`src/rtl/demux2_stream_pkg.sv`:
```
// Shared defaults for the 1-to-2 stream demultiplexer.
package demux2_stream_pkg;
  localparam int DEF_WIDTH = 8;
  localparam int DEF_CNT_W = 16;
endpackage

```
`src/rtl/demux_slot.sv`:
```
// One-entry registered output slot with a valid/ready handshake.
// A load and a drain in the same cycle reload the slot with no bubble.
module demux_slot
  import demux2_stream_pkg::*;
#(
  parameter int WIDTH = DEF_WIDTH
) (
  input  logic             Clk,
  input  logic             Rst_n,
  input  logic             Load,
  input  logic [WIDTH-1:0] D,
  output logic [WIDTH-1:0] Q,
  output logic             Valid,
  input  logic             Ready,
  output logic             Free
);

  logic [WIDTH-1:0] data_q, data_d;
  logic             valid_q, valid_d;

  // The slot can take a word when it is empty or is being drained this cycle.
  assign Free  = !valid_q || Ready;
  assign Q     = data_q;
  assign Valid = valid_q;

  // Next state: a load wins over a drain; data is held while stalled.
  always_comb begin
    data_d  = data_q;
    valid_d = valid_q;
    if (Load) begin
      data_d  = D;
      valid_d = 1'b1;
    end else if (valid_q && Ready) begin
      valid_d = 1'b0;
    end
  end

  // Slot register; reset discards any held word.
  always_ff @(posedge Clk) begin
    if (!Rst_n) begin
      data_q  <= '0;
      valid_q <= 1'b0;
    end else begin
      data_q  <= data_d;
      valid_q <= valid_d;
    end
  end

endmodule

```
`src/rtl/demux2_stream.sv`:
```
// Registered 1-to-2 stream demultiplexer: steers each accepted word to
// channel A or B and keeps a wrapping per-channel accept counter.
module demux2_stream
  import demux2_stream_pkg::*;
#(
  parameter int WIDTH = DEF_WIDTH,
  parameter int CNT_W = DEF_CNT_W
) (
  input  logic             Clk,
  input  logic             Rst_n,
  input  logic [WIDTH-1:0] In_Data,
  input  logic             In_Valid,
  input  logic             In_Select,
  output logic             In_Ready,
  output logic [WIDTH-1:0] A_Data,
  output logic             A_Valid,
  input  logic             A_Ready,
  output logic [WIDTH-1:0] B_Data,
  output logic             B_Valid,
  input  logic             B_Ready,
  output logic [CNT_W-1:0] Count_A,
  output logic [CNT_W-1:0] Count_B
);

  logic             a_free, b_free;
  logic             load_a, load_b;
  logic [CNT_W-1:0] count_a_q, count_a_d;
  logic [CNT_W-1:0] count_b_q, count_b_d;

  // Readiness depends only on the selected slot, never on In_Valid.
  assign In_Ready = In_Select ? b_free : a_free;
  assign load_a   = In_Valid && In_Ready && !In_Select;
  assign load_b   = In_Valid && In_Ready &&  In_Select;

  demux_slot #(.WIDTH(WIDTH)) u_slot_a (
    .Clk   (Clk),
    .Rst_n (Rst_n),
    .Load  (load_a),
    .D     (In_Data),
    .Q     (A_Data),
    .Valid (A_Valid),
    .Ready (A_Ready),
    .Free  (a_free)
  );

  demux_slot #(.WIDTH(WIDTH)) u_slot_b (
    .Clk   (Clk),
    .Rst_n (Rst_n),
    .Load  (load_b),
    .D     (In_Data),
    .Q     (B_Data),
    .Valid (B_Valid),
    .Ready (B_Ready),
    .Free  (b_free)
  );

  // Accept counters advance on every load and wrap silently.
  always_comb begin
    count_a_d = count_a_q;
    count_b_d = count_b_q;
    if (load_a) count_a_d = count_a_q + CNT_W'(1);
    if (load_b) count_b_d = count_b_q + CNT_W'(1);
  end

  // Counter registers.
  always_ff @(posedge Clk) begin
    if (!Rst_n) begin
      count_a_q <= '0;
      count_b_q <= '0;
    end else begin
      count_a_q <= count_a_d;
      count_b_q <= count_b_d;
    end
  end

  assign Count_A = count_a_q;
  assign Count_B = count_b_q;

endmodule

```
`config.mk`:
```
export PLATFORM = sky130hd
export DESIGN_NAME = demux2_stream
export DESIGN_NICKNAME = d
export VERILOG_FILES = /design/src/rtl/demux2_stream_pkg.sv /design/src/rtl/demux_slot.sv /design/src/rtl/demux2_stream.sv
export SDC_FILE = /design/constraint.sdc
export NUM_CORES = 1
export LEC_CHECK = 0
export CORE_ASPECT_RATIO = 1.75
export CORE_MARGIN = 2
export CORE_UTILIZATION = 50
export DETAILED_ROUTE_END_ITERATION = 16
export GPL_ROUTABILITY_DRIVEN = 0
export HOLD_SLACK_MARGIN = 0.12
export PLACE_DENSITY = 0.85
export SYNTH_ARGS = -nofsm -noshare
export SYNTH_HDL_FRONTEND = slang
export SYNTH_SLANG_ARGS = --single-unit
```
`constraint.sdc`:
```
create_clock -name Clk -period 3.2 [get_ports Clk]
set_input_delay 0.64 -clock Clk [delete_from_list [all_inputs] [get_ports Clk]]
set_output_delay 0.64 -clock Clk [all_outputs]
set_load 0.05 [all_outputs]
```
==> results.yml <==
routing:
  drt-pass1-iter-count: 4
  viasPerCell: 5.43
  drc: 0
  drt-total-wl_um: 4950
  routedWlPerCell_um: 13.5
  drt_iter0_markers: 44
  vias: 1988
  ant_nets: 0
finish:
  antenna_cells: 0
  fin_nets: 332
  drive_above_1_share_pct: 5.36
  fin_util_pct: 70.4
  area_growth_pct: 35.8
  final_cell_area_sq_mm: 0.00292
  fillers: 335
clocking:
  cts.path.max_buffers: 2
  cts_tree: "yes"
  cts_buffers: 5
  holdBufCountCts: 0
  clk_latency_ns: 0.30
  clk_pin_slew_ns: 0.09
  cts_resized: 0
  cts_max_level: 2
  clock-sinks: 50
  cts-root-buf: "clkbuf_8"
  cts_setup_buffers: 0
yosys:
  yosysWarnings: 0
  avgSynthCellArea_sq_um: 8.43
  async_reset_ff_share_pct: 0
  synth-seq-cells: 50
  yosysSeqAreaShare_pct: 46.5
  synthesis.area_sq_mm: 0.00215
  synth_edf_count: 0
  ys_types: 34
  synthCells: 255
  synthFlopType: "dfxtp_1"
  synth_fp_nets: 271
floorplanning:
  num_rows: 31
  start_util_pct: 51.8
  die_y_um: 90.8
  fp.dieW_um: 53.6
  pin_count: 65
  die_area_sq_mm: 0.00486
  core_area_sq_mm: 0.00415
timing:
  finalMaxSlewViolations: 0
  setup_viol: 0
  grt_setup_unrepaired: "false"
  max_slew_margin_pct: 51.0
  period_needed_ns: 2.55
  clock.fmax_mhz: 391
  setup_tns_ns: 0
  worst_pin_slew_ns: 0.734
  post-route-period-util_pct: 79.8
  fin_skew_ns: 0.00503
  hold_violations: 0
placed_design:
  dpl.hpwl_um: 3650
  placed_area_sq_mm: 0.00281
  io_buffers: 64
hold_path:
  min-delay-start: "u_slot_b.Q[0]$_SDFFE_PN0P_"
  min_path_cells: 2
  hold_path_class: "register to register"
  hold-path-endpoint: "u_slot_b.Q[0]$_SDFFE_PN0P_"
critical_path:
  rr_endpoint: "Count_A[14]$_SDFFE_PN0P_"
  reg2reg_depth: 5
  cp-end-kind: "primary output"
  r2r_start: "Count_A[0]$_SDFFE_PN0P_"
  cp.required_ns: 2.56
  path_class: "input port to primary output"
  cp_max_fo: 11
  regToRegSetupSlack_ns: 1.34
  startpoint_type: "input port"
  arrival_ns: 1.91
grt:
  grt_usage_pct: 22.1
  grt_first_pass_wirelength_um: 8060
  antenna_found_initial: 0
  grt_max_degree: 46
  first_global_vias: 1862
  grt-ovfl-total: 0
status:
  status: "completed"
job:
  cap_violations: 0
power_and_ir_drop:
  p_leak_nw: 0.959
  power_density_mw_per_mm2: 424
  ir_worst_vdd_uv: 444
[synth_stat cells, types with 4 or more instances]
cell type	count	area share, %
nor4_1	6	1.7
nand2b_1	7	2.0
or4_1	7	2.4
a21oi_1	33	7.7
xor2_1	9	3.7
nor2_1	15	2.6
nand4_1	9	2.6
mux2i_1	5	2.3
clkbuf_1	5	0.87
nand2_1	51	8.9
inv_1	4	0.70
and2_1	5	1.5
or3_1	4	1.2
nand3_1	8	1.9
dfxtp_1	50	47
xnor2_1	4	1.6
o31ai_1	7	2.4
o21ai_0	5	1.2
[metrics by stage]
| step | total power, mW | hold slack [ns] | worst slack (ns) | std cells |
|---|---|---|---|---|
| 2_1_floorplan | 0.753 | 0.675 | 0.866 | 255 |
| 3_5_place_dp | 0.811 | 0.446 | 0.589 | 358 |
| 6_report | 1.24 | 0.458 | 0.646 | 366 |
| 3_3_place_gp | 0.809 | 0.441 | 0.621 | 358 |
| 4_1_cts | 1.25 | 0.458 | 0.645 | 366 |
| 5_1_grt | 1.29 | 0.488 | 0.567 | 366 |
[registers in the layout, summed over array words and instances (netlist names)]
name	flops
Count_A	16
u_slot_b.Q	8
u_slot_a.Valid	1
Count_B	16
u_slot_b.Valid	1
u_slot_a.Q	8
[per-layer routing]
| metal | part of all wire [%] | track usage [%] | vias to the layer above |
|---|---|---|---|
| li1 | - | - | 1008 |
| met4 | 3.2 | 11.8 | 0 |
| met1 | 39 | 22.7 | 915 |
| met3 | 3.8 | 4.80 | 13 |
| met2 | 54 | 38.9 | 52 |
| met5 | 0 | 0 | - |
[report_power, final]
part           leakage (nW)  total (mW)  internal (mW)  switching, mW
combinational         0.503       0.150         0.0530         0.0970
clock                0.0514       0.444          0.233          0.210
sequential            0.405       0.646          0.636         0.0105
[final cells by class]
| class | instances | area (sq um) | area share [%] |
|---|---|---|---|
| clock buffers | 6 | 72.6 | 2.48 |
| clock inverters | 2 | 37.5 | 1.28 |
| inverters | 5 | 18.8 | 0.642 |
| multi-input cells | 189 | 1070 | 36.7 |
| flip-flops and latches | 50 | 1000 | 34.3 |
| well taps | 49 | 61.3 | 2.10 |
| repair buffers | 65 | 658 | 22.5 |
[critical path: stages]
cell and delay [ns]:
clkdlybuf4s50_1 0.45, nand2b_1 0.34, nor2_1 0.07, a21oi_1 0.24, buf_12 0.18
[placed cells by master, fill, tap and decap left out, types with 6 or more instances in the layout]
cell type	instances
xor2_1	9
nand4_1	9
nand2b_1	7
or4_1	7
nor4_1	6
nand3_1	8
clkdlybuf4s50_1	63
o31ai_1	7
a21oi_1	33
nor2_1	15
dfxtp_1	50
nand2_1	51
[cell families after synthesis]
family                   share of synthesized area, %
AND/OR/NAND/NOR                                  29.8
AO/OA/AOI/OAI                                    11.3
XOR/XNOR                                         5.29
adder cells (fa/ha/maj)                          1.16
buffers and inverters                            3.61
multiplexers                                     2.33
flip-flops                                       46.5
[worst max-delay path by stage]
stage / slack [ns] / to / from / cells after the start
final: 0.65 / In_Ready / A_Ready / 5
after CTS: 0.64 / In_Ready / A_Ready / 5
after detailed placement: 0.59 / Count_A[15]$_SDFFE_PN0P_ / A_Ready / 5
after global placement: 0.62 / Count_A[15]$_SDFFE_PN0P_ / A_Ready / 5
after global routing: 0.57 / In_Ready / A_Ready / 5
after floorplan: 0.87 / In_Ready / A_Ready / 4
(Power assumes the default switching activity.)
